File: src/rtl/axi_llc_burst_merger.sv
`default_nettype none
// ============================================================================
// Module      : axi_llc_burst_merger
// Description : Rebuilds AXI B/R responses from per-cache-line LLC completions.
// Revision    : 1.0 - initial release
// ============================================================================
module axi_llc_burst_merger #(
    parameter logic Write     = 1'b1,
    parameter int   IdWidth   = 6,
    parameter int   DataWidth = 64,
    parameter int   CntWidth  = 16
) (
    input  logic                 clk_i,
    input  logic                 rst_i,
    input  logic                 in_valid_i,
    output logic                 in_ready_o,
    input  logic [IdWidth-1:0]   in_id_i,
    input  logic [1:0]           in_resp_i,
    input  logic [DataWidth-1:0] in_data_i,
    input  logic                 in_desc_last_i,
    input  logic                 in_burst_last_i,
    output logic                 out_valid_o,
    input  logic                 out_ready_i,
    output logic [IdWidth-1:0]   out_id_o,
    output logic [1:0]           out_resp_o,
    output logic [DataWidth-1:0] out_data_o,
    output logic                 out_last_o,
    output logic                 err_o,
    output logic [CntWidth-1:0]  bursts_o
);

    localparam logic [0:0] ST_IDLE  = 1'b0;
    localparam logic [0:0] ST_ACCUM = 1'b1;

    // Severity order DECERR > SLVERR > OKAY > EXOKAY, so EXOKAY only wins alone.
    function automatic logic [1:0] resp_rank(input logic [1:0] r);
        case (r)
            2'b11:   resp_rank = 2'd3;
            2'b10:   resp_rank = 2'd2;
            2'b00:   resp_rank = 2'd1;
            default: resp_rank = 2'd0;
        endcase
    endfunction

    logic [0:0]           state_q, state_d;
    logic [IdWidth-1:0]   acc_id_q, acc_id_d;
    logic [1:0]           acc_resp_q, acc_resp_d;
    logic                 in_burst_q, in_burst_d;
    logic [IdWidth-1:0]   hold_id_q, hold_id_d;
    logic                 out_valid_q;
    logic [IdWidth-1:0]   out_id_q;
    logic [1:0]           out_resp_q;
    logic [DataWidth-1:0] out_data_q;
    logic                 out_last_q;
    logic                 err_q;
    logic [CntWidth-1:0]  bursts_q;

    logic                 w_can_load;
    logic                 w_emit;
    logic                 w_accept;
    logic                 w_load;
    logic                 w_err_set;
    logic [1:0]           w_merged;
    logic [IdWidth-1:0]   w_ld_id;
    logic [1:0]           w_ld_resp;
    logic [DataWidth-1:0] w_ld_data;
    logic                 w_ld_last;

    always_comb begin
        w_can_load = !out_valid_q || out_ready_i;
        w_emit     = Write ? in_burst_last_i : 1'b1;
        // Non-emitting write completions never touch the output register.
        in_ready_o = w_can_load || !w_emit;
        w_accept   = in_valid_i && in_ready_o;

        state_d    = state_q;
        acc_id_d   = acc_id_q;
        acc_resp_d = acc_resp_q;
        in_burst_d = in_burst_q;
        hold_id_d  = hold_id_q;
        w_load     = 1'b0;
        w_err_set  = 1'b0;
        w_merged   = (resp_rank(acc_resp_q) >= resp_rank(in_resp_i)) ? acc_resp_q : in_resp_i;
        w_ld_id    = in_id_i;
        w_ld_resp  = in_resp_i;
        w_ld_data  = Write ? '0 : in_data_i;
        w_ld_last  = Write ? 1'b1 : (in_desc_last_i && in_burst_last_i);

        if (Write) begin
            case (state_q)
                ST_IDLE: begin
                    if (w_accept) begin
                        if (in_burst_last_i) begin
                            w_load = 1'b1;
                        end else begin
                            acc_id_d   = in_id_i;
                            acc_resp_d = in_resp_i;
                            state_d    = ST_ACCUM;
                        end
                    end
                end
                default: begin
                    if (w_accept) begin
                        w_err_set  = (in_id_i != acc_id_q);
                        acc_resp_d = w_merged;
                        if (in_burst_last_i) begin
                            w_load    = 1'b1;
                            w_ld_id   = acc_id_q;
                            w_ld_resp = w_merged;
                            state_d   = ST_IDLE;
                        end
                    end
                end
            endcase
        end else if (w_accept) begin
            w_load     = 1'b1;
            w_err_set  = in_burst_q && (in_id_i != hold_id_q);
            hold_id_d  = in_burst_q ? hold_id_q : in_id_i;
            in_burst_d = !(in_desc_last_i && in_burst_last_i);
        end
    end

    always_ff @(posedge clk_i) begin
        if (rst_i) begin
            state_q     <= ST_IDLE;
            acc_id_q    <= '0;
            acc_resp_q  <= '0;
            in_burst_q  <= 1'b0;
            hold_id_q   <= '0;
            out_valid_q <= 1'b0;
            out_id_q    <= '0;
            out_resp_q  <= '0;
            out_data_q  <= '0;
            out_last_q  <= 1'b0;
            err_q       <= 1'b0;
            bursts_q    <= '0;
        end else begin
            state_q    <= state_d;
            acc_id_q   <= acc_id_d;
            acc_resp_q <= acc_resp_d;
            in_burst_q <= in_burst_d;
            hold_id_q  <= hold_id_d;
            if (w_err_set) begin
                err_q <= 1'b1;
            end
            if (out_valid_q && out_ready_i && out_last_q) begin
                bursts_q <= bursts_q + 1'b1;
            end
            if (w_load) begin
                out_valid_q <= 1'b1;
                out_id_q    <= w_ld_id;
                out_resp_q  <= w_ld_resp;
                out_data_q  <= w_ld_data;
                out_last_q  <= w_ld_last;
            end else if (out_ready_i) begin
                out_valid_q <= 1'b0;
            end
        end
    end

    assign out_valid_o = out_valid_q;
    assign out_id_o    = out_id_q;
    assign out_resp_o  = out_resp_q;
    assign out_data_o  = out_data_q;
    assign out_last_o  = out_last_q;
    assign err_o       = err_q;
    assign bursts_o    = bursts_q;

endmodule
`default_nettype wire

File: config.mk
export PLATFORM = sky130hd
export DESIGN_NAME = axi_llc_burst_merger
export DESIGN_NICKNAME = d
export VERILOG_FILES = /design/src/rtl/axi_llc_burst_merger.sv
export SDC_FILE = /design/constraint.sdc
export NUM_CORES = 1
export LEC_CHECK = 0
export CAP_MARGIN = 20
export CORE_ASPECT_RATIO = 0.7
export CORE_UTILIZATION = 35
export CTS_BUF_LIST = sky130_fd_sc_hd__clkbuf_8
export DETAILED_ROUTE_END_ITERATION = 8
export PLACE_DENSITY = 0.83
export SLEW_MARGIN = 20
export SYNTH_ARGS = -nofsm -noshare
export SYNTH_HDL_FRONTEND = slang
export SYNTH_SLANG_ARGS = --single-unit
File: constraint.sdc
create_clock -name clk_i -period 2.5 [get_ports clk_i]
set_input_delay 0.25 -clock clk_i [delete_from_list [all_inputs] [get_ports clk_i]]
set_output_delay 0.25 -clock clk_i [all_outputs]
set_load 0.01 [all_outputs]
==> run summary <==
Rows - 23
Worst Path Arrival - 2.47 ns
Cts repair resizes - 0
Grt total ovfl - 0
Reg2reg end - acc_resp_q[0]$_SDFFE_PP0P_
Reg-to-Reg Start - acc_resp_q[0]$_SDFFE_PP0P_
Register clock-pin slew on the reported worst setup and hold paths - 0.07 ns
Synth Flop Type - dfxtp_1
R2R setup slack - 0.25 ns
IO Pins - 170
CTS Root Cell - clkbuf_8
First DRT Iteration DRCs - 92
Min Tclk post-route - 2.26 ns
PortBufs - 40
Wire length per cell - 11.7 um
Crit-path max FO - 3
Starting Density - 37.6%
Hold Slack - 0.501 ns
Slowest-stage cell, CP - clkdlybuf4s50_1
Failing checks - design-rule violations
First-pass GRT wire length - 6730 um
RSZ-0062 raised after global routing - false
Core area - 5960 sq um
Post-DP HPWL - 3430 um
PD cells - 521 nW/um^2
Area fraction of the dominant cell type after synthesis - 32.2%
Cells after synthesis - 262
Antenna diodes - 0
Post-CTS setup buffer count - 0
Synth Register Bits - 36
Count of final hold-check violations - 0
Maximum number of pins on one net before global-route repair - 19
CP cell instances - clkdlybuf4s50_1 > inv_1 > ha_1 > ha_1 > nand2b_1 > a21o_1 > a221oi_1 > mux2i_1
Avg Inst Size Synth - 8.55 sq um
Path depth of the worst reg2reg path - 7
Layout cell share with drive strength beyond 1 - 6.23%
Critical Path End - acc_resp_q[0]$_SDFFE_PP0P_
Hold Crit Class - flop to flop
Multi-input logic area - 1200 sq um
Layout area overhead - 16.7%
Mapped cell area - 2240 sq um
Run status - finished with violations
Seq/Total Area, Yosys - 32.2%
VDD IR max - 0.273 mV
Vias in the first global route - 1,426
Leading post-synthesis cells by instance count - buf_4 (64), dfxtp_1 (36), nor2_1 (27), mux2i_1 (14)
Synth top area cells - dfxtp_1 (32%), buf_4 (21%), mux2i_1 (6.3%), nor2_1 (4.5%), ha_1 (3.9%)
Drt drc - 12
Fin nets - 389
Synth warn - 0
Total GRT Usage - 12.6%
Clock latency on the worst-skew pair - 0.28 ns
Static leakage - 1.07 nW
Setup CP Type - input pin to flop
CTS buffer count - 5
Detailed Routing Iterations Pass 1 - 6
Final period util - 90.4%
Gp weighted congestion - 0.800
Skew final - 0.00960 ns
Die width - 97.6 um
Clock sinks - 36
Die H - 68.9 um
Pwr Total - 1.36 mW
Final WL - 4440 um
Distinct cell type count after synthesis - 40
FF+latch area - 721 sq um
CP Launch Point - in_resp_i[0]
Worst setup EP type - flop
Final Instance Area - 2610 sq um
F_max - 442 MHz
Final Slew Violations - 0
Relative slew slack - 54.0%
CTS HTree Levels - 2
Routed vias/inst - 4.48
Filler instances - 582
CTS max path bufs - 2
# Max-Cap Violations - 0
Initial antenna violation count - 0
Die area - 6730 sq um
Async SR Flop Fraction - 0%
Number of flops mapped to enable cells by yosys - 0
Post-synth top area cell - dfxtp_1
Critical Path RT - 2.71 ns
Placed Instance Area - 2490 sq um
CTS tree - done
Final setup vio count - 0
Post-route setup TNS - 0 ns
Most common cell in the synthesized netlist - buf_4
Cts hold-fix bufs - 0
Most frequent cell on the critical path - ha_1
Vias - 1,704
Post-DRT Antenna Nets - 0
Worst slew pin tran - 0.687 ns
Worst setup SP type - input pin
Largest stage delay on the critical path - 0.49 ns
-- flip-flops by register name, indices dropped and copies added (netlist names), named ones only --
signal and cells:
out_id_o 6, bursts_o 16, acc_resp_q 2, out_last_o 1
out_resp_o 2, acc_id_q 6, err_o 1, out_valid_o 1
-- worst min-delay path by stage --
stage,from,to,slack (ns),cells after the start
final,out_id_o[0]$_SDFFE_PP0P_,out_id_o[0]$_SDFFE_PP0P_,0.50,2
after CTS,out_id_o[0]$_SDFFE_PP0P_,out_id_o[0]$_SDFFE_PP0P_,0.51,2
after global placement,bursts_o[1]$_SDFFE_PP0P_,bursts_o[1]$_SDFFE_PP0P_,0.48,2
after detailed placement,out_id_o[0]$_SDFFE_PP0P_,out_id_o[0]$_SDFFE_PP0P_,0.49,2
after floorplan,in_id_i[0],acc_id_q[0]$_SDFFE_PP0P_,0.40,2
after global routing,out_id_o[0]$_SDFFE_PP0P_,out_id_o[0]$_SDFFE_PP0P_,0.53,2
-- layer usage --
layer	global-route usage, %	vias to the layer above	wire [um]
met5	0	-	0
li1	-	844	-
met3	3.33	4	263
met2	21.4	59	2090
met1	16.0	797	2050
met4	4.17	0	34
-- layout by cell type, fill, tap and decap left out, drive strengths merged, types with 4 or more instances in the layout --
cell,Yosys,layout
conb,1,64
clkdlybuf4s50,0,40
dfxtp,36,36
nor2,27,27
mux2i,14,14
nand2,11,11
a21oi,11,11
inv,10,10
xnor2,9,9
nand2b,7,7
ha,7,7
clkbuf,4,7
nand3,7,7
nand4,7,7
a211oi,6,6
o21ai,5,5
xor2,4,4
nor3,4,4
buf,68,4
-- critical path: cells and delay by family --
family                   cells  cell delay, ns
AO/OA/AOI/OAI                2            0.69
adder cells (fa/ha/maj)      2            0.55
buffers and inverters        2            0.55
multiplexers                 1            0.26
AND/OR/NAND/NOR              1            0.16
-- report_power, final --
part / total (mW) / switching (mW) / internal [mW]
clock: 0.557 / 0.205 / 0.352
sequential: 0.611 / 0.0185 / 0.593
combinational: 0.193 / 0.113 / 0.0804
-- stage by stage --
stage               instances  worst slack, ns  utilization (%)
floorplan                 325            0.492                -
global placement          372           0.0450             41.8
detailed placement        372          -0.0737             41.8
CTS                       380            0.211             43.9
global route              380            0.115             43.9
finish                    380            0.239             43.9
-- cell families after synthesis --
family / share of synthesized area [%]
flops: 32.2
compound gates: 8.83
other cells: 0.167
mux: 6.76
simple gates: 18.5
fa+ha+maj: 3.91
xor+xnor: 5.08
buf+inv: 24.6
-- layout make-up --
class,count,area share (%)
Clock buffer,7,3.69
Timing Repair Buffer,44,16.5
Clock inverter,1,1.15
Multi-Input combinational cell,207,46.1
Inverter,10,1.44
Tap cell,75,3.59
Sequential cell,36,27.6
(Power assumes the default switching activity.)
==> edit 1: new RTL, same settings <==
Change the parameter `Write` from 1'b1 to 1'b0.
--- a/src/rtl/axi_llc_burst_merger.sv
+++ b/src/rtl/axi_llc_burst_merger.sv
@@ -5,7 +5,7 @@
 // Revision    : 1.0 - initial release
 // ============================================================================
 module axi_llc_burst_merger #(
-    parameter logic Write     = 1'b1,
+    parameter logic Write     = 1'b0,
     parameter int   IdWidth   = 6,
     parameter int   DataWidth = 64,
     parameter int   CntWidth  = 16
Check against the original RTL: not equivalent (a bounded check fails within 4 cycles, from zero or initial values and one cycle with rst_i high).
==> edit 1 against the unedited design <==
Largest power group unchanged. Routed wire length up 120%. Worst setup slack better by 0.27 ns. Synthesized area up 60%. Design area up 110%. Critical path type is now reg -> reg. Combinational power rose to 2.6 times the old value. Power up 130%. Sequential cell count up 62. Die area up 58%.
==> edit 1: results (changes against the unedited design) <==
- Maximum level of the CTS H-tree: 3 (was 2)
- First-pass iteration count of the detailed router: 5 (was 6)
- Layout cell share with drive strength beyond 1: 4.160% (was 6.230%)
- Synth Area in XOR/XNOR: 3.915% (was 5.084%)
- Flip-flop count of the largest register after layout: 64 (was 16)
- Run status: completed (was finished, violations left)
- Final period utilization: 79.74% (was 90.44%)
- Global Route Usage Sum: 18.71% (was 12.64%)
- Internal power contribution: 2.310 mW (was 1.025 mW)
- Leakage power summed over all cells: 2.047 nW (was 1.069 nW)
- Most used standard cells in the synthesized netlist: nand2_1, dfxtp_1, a21oi_1 (was buf_4, dfxtp_1, nor2_1)
- Global-route wire length before repair: 15.45 mm (was 6.727 mm)
- Placed Cells: 713 (was 372)
- Startpoint of the worst hold path: rst_i (was out_id_o[0]$_SDFFE_PP0P_)
- Class of the worst hold path: in -> reg (was reg -> reg)
- Minimum setup slack after placement: 0.3056 ns (was -0.07366 ns)
- Gate count after technology mapping: 439 (was 262)
- Number of vias after detailed routing: 3,467 (was 1,704)
- Via count of the first global-routing pass: 3,228 (was 1,426)
- Clock-pin transition on the worst setup and hold timing paths: 0.09 ns (was 0.07 ns)
- Clock Skew: 0.008412 ns (was 0.009604 ns)
- Reg2Reg Setup Slack: 0.51 ns (was 0.25 ns)
- Yosys cell types: 29 (was 40)
- Post-DR wirelength/cell: 13.63 um (was 11.69 um)
- Slowest CP cell: or4_2 (was clkdlybuf4s50_1)
- Cell type group with the largest total delay on the critical path: simple AND/OR/NAND/NOR gates (was compound AO/OA/AOI/OAI gates)
- Number of nets in the layout: 675 (was 389)
- Floorplan die width: 122.9 um (was 97.61 um)
- Routability Congestion: 0.8525 (was 0.8000)
- Cell types with the largest area share after synthesis: dfxtp_1, nand2_1, a21oi_1 (was dfxtp_1, buf_4, mux2i_1)
- Clock latency of the later-clocked register in the worst-skew pair: 0.36 ns (was 0.28 ns)
- Maximum number of pins on one net before global-route repair: 99 (was 19)
- Relative slew slack: 61.71% (was 54.02%)
- Cts bufs inserted: 9 (was 5)
- Worst Setup SP: bursts_o[0]$_SDFFE_PP0P_ (was in_resp_i[0])
edit 1: changes by cell type in the layout (fill, tap and decap cells not counted), sizes merged, moves of 10 or more:
cell,delta
conb,-64
a21oi,+70
dfxtp,+62
clkdlybuf4s50,+128
nand2,+144
nor2,-10
edit 1: routing by layer:
metal,vias to the layer above,global-route usage (%),part of all wire (%)
li1,1745,-,-
met1,1580,21.60,43
met2,125,30.80,46
met3,17,7.237,8.6
met4,0,8.315,2.4
met5,-,0,0
edit 1: final cells by class:
type,count,area (um^2)
multi-input combinational,310,1489
sequential,98,1962
fill,864,4233
tap,128,160.2
timing repair buffer,173,1767
clock inverter,6,33.78
inverter,4,15.01
clock buffer,10,137.6
edit 1: path summary, 6_finish.rpt:
path / endpoint / cells past startpoint
worst max-delay path: bursts_o[14]$_SDFFE_PP0P_ / 5
worst min-delay path: out_data_o[23]$_SDFFE_PP0P_ / 3
worst max register to register: bursts_o[14]$_SDFFE_PP0P_ / 5
worst min register to register: out_data_o[30]$_SDFFE_PP0P_ / 2
edit 1: cells by family after synthesis:
group,Yosys count
simple gates,200
mux,6
buf+inv,31
compound gates,87
flops,98
xor+xnor,16
fa+ha+maj,1
edit 1: power by group through the flow:
| stage | combinational [mW] | sequential [mW] | clock (mW) |
|---|---|---|---|
| final | 0.509 | 1.68 | 0.901 |
| after global routing | 0.554 | 1.69 | 1.01 |
| after CTS | 0.515 | 1.68 | 0.945 |
| after detailed placement | 0.512 | 1.72 | 0 |
| after global placement | 0.500 | 1.71 | 0 |
| after floorplan | 0.164 | 1.75 | 0 |
edit 1: metrics by stage:
| stage | util (%) | power [mW] |
|---|---|---|
| finish | 56.79 | 3.092 |
| global route | 56.79 | 3.257 |
| global placement | 55.04 | 2.212 |
| CTS | 56.79 | 3.142 |
| detailed placement | 55.04 | 2.229 |
| floorplan | - | 1.910 |
edit 1: worst reg2reg max path, stage by stage, from the launching register on:
cell	delay, ns
dfxtp_1	0.41
ha_1	0.19
nand4_1	0.25
or4_2	0.72
o21ai_0	0.20
a21oi_1	0.09
==> edit 2: new RTL, config.mk and constraints unchanged <==
Made on the original files. Register the output `err_o` once more, without a reset; this adds one clock of latency there. The other outputs are not delayed to match.
--- a/src/rtl/axi_llc_burst_merger.sv
+++ b/src/rtl/axi_llc_burst_merger.sv
@@ -163,7 +163,9 @@
     assign out_resp_o  = out_resp_q;
     assign out_data_o  = out_data_q;
     assign out_last_o  = out_last_q;
-    assign err_o       = err_q;
+    always_ff @(posedge clk_i) begin
+        err_o <= err_q;
+    end
     assign bursts_o    = bursts_q;
 
 endmodule
Formal check against the unedited RTL: not equivalent (a bounded check fails within 4 cycles, from zero or initial values and one cycle with rst_i high).
==> edit 2 against the unedited design <==
The flow still finishes with violations (DRC). Worst setup slack gained 0.13 ns. Largest power group unchanged. Critical path depth grew 1. Critical endpoint unchanged. Synthesized area grew 0.89%. Hold slack lost 0.11 ns. Design area shrank 0.48%. Power shrank 10%. Core utilization shrank 2.0 points. Highest routed layer unchanged. Routed wire length shrank 0.63%. Clock skew shrank 0.0066 ns. Sequential cell count grew 1.
==> edit 2: results (changes against the unedited design) <==
- Placed standard-cell area: 2519 um^2 (was 2487 um^2)
- Transition time of the tightest slew-check pin: 0.6626 ns (was 0.6872 ns)
- Run status: finished, violations left (unchanged)
- Non-clock buffering overhead in the final layout: 16.84% (was 16.47%)
- Maximum number of pins on one net before global-route repair: 16 (was 19)
- Synth Area in XOR/XNOR: 5.039% (was 5.084%)
- Count of non-filler cells in the finished layout: 385 (was 380)
- Drt first-iter violations: 128 (was 92)
- Leakage power summed over all cells: 1.067 nW (was 1.069 nW)
- Met3 track demand over resource: 4.133% (was 3.327%)
- Minimum setup slack after placement: 0.08681 ns (was -0.07366 ns)
- Clock network area share: 3.175% (was 4.835%)
- Maximum fanout along the worst path: 4 (was 3)
- Routability Congestion: 0.7484 (was 0.8000)
- Placed Cells: 377 (was 372)
- DPL Wire Length: 3.409 mm (was 3.431 mm)
- Sequential element share of the synthesized area: 32.78% (was 32.18%)
- Floorplan die width: 98.04 um (was 97.61 um)
- Clock Skew: 0.002990 ns (was 0.009604 ns)
- Arrival time of data at the critical path endpoint: 2.35 ns (was 2.47 ns)
- Number of nets in the layout: 391 (was 389)
- Delay of the slowest cell on the worst path: 0.39 ns (was 0.49 ns)
- Peak supply drop: 0.2695 mV (was 0.2733 mV)
- Sum of routed wire length over all layers: 4.413 mm (was 4.441 mm)
- Global-route wire length before repair: 7.010 mm (was 6.727 mm)
- Register area: 740.7 um^2 (was 720.7 um^2)
- Failing checks: DRC (unchanged)
- Layout cell share with drive strength beyond 1: 6.189% (was 6.230%)
- Met1 track demand over resource in global routing: 16.48% (was 15.98%)
- Gate count after technology mapping: 263 (was 262)
- Compound-gate portion of the synthesized area: 8.749% (was 8.827%)
- M1 wire length: 1.973 mm (was 2.049 mm)
- Global Route Usage Sum: 12.86% (was 12.64%)
- Via count of the first global-routing pass: 1,477 (was 1,426)
- Inverters: 10 (unchanged)
- Met2 routing resource usage after global routing: 20.74% (was 21.37%)
- Most used standard cells in the synthesized netlist: buf_4, dfxtp_1, nor2_1 (unchanged)
- Count of plain and timing-repair buffers in the layout: 45 (was 44)
- Power density cells: 471.1 nW/um^2 (was 521.0 nW/um^2)
- Fraction of synthesized area in multiplexers: 6.700% (was 6.760%)
- Number of design rule violations left after detail routing: 5 (was 12)
- Wire length on met3: 294 um (was 263 um)
- Post-synthesis sequential element count: 37 (was 36)
- Slowest CP cell: dfxtp_1 (was clkdlybuf4s50_1)
- Fill cells: 615 (was 582)
==> edit 2: cell types whose count changed after synthesis <==
| cell | unedited run | this run |
|---|---|---|
| dfxtp_1 | 36 | 37 |
==> edit 2: worst paths after layout <==
check	slack, ns	to	startpoint	depth (start not counted)
setup reg to reg	0.37	acc_resp_q[0]$_SDFFE_PP0P_	acc_resp_q[0]$_SDFFE_PP0P_	9
hold reg to reg	0.39	err_o$_DFF_P_	err_q$_SDFFE_PP0P_	0
hold / removal	0.39	err_o$_DFF_P_	err_q$_SDFFE_PP0P_	0
setup / recovery	0.37	acc_resp_q[0]$_SDFFE_PP0P_	acc_resp_q[0]$_SDFFE_PP0P_	9
==> edit 2: report_power, final <==
part	switching, mW	internal, mW
logic	0.114	0.0818
registers	0.0187	0.610
clock network	0.212	0.189
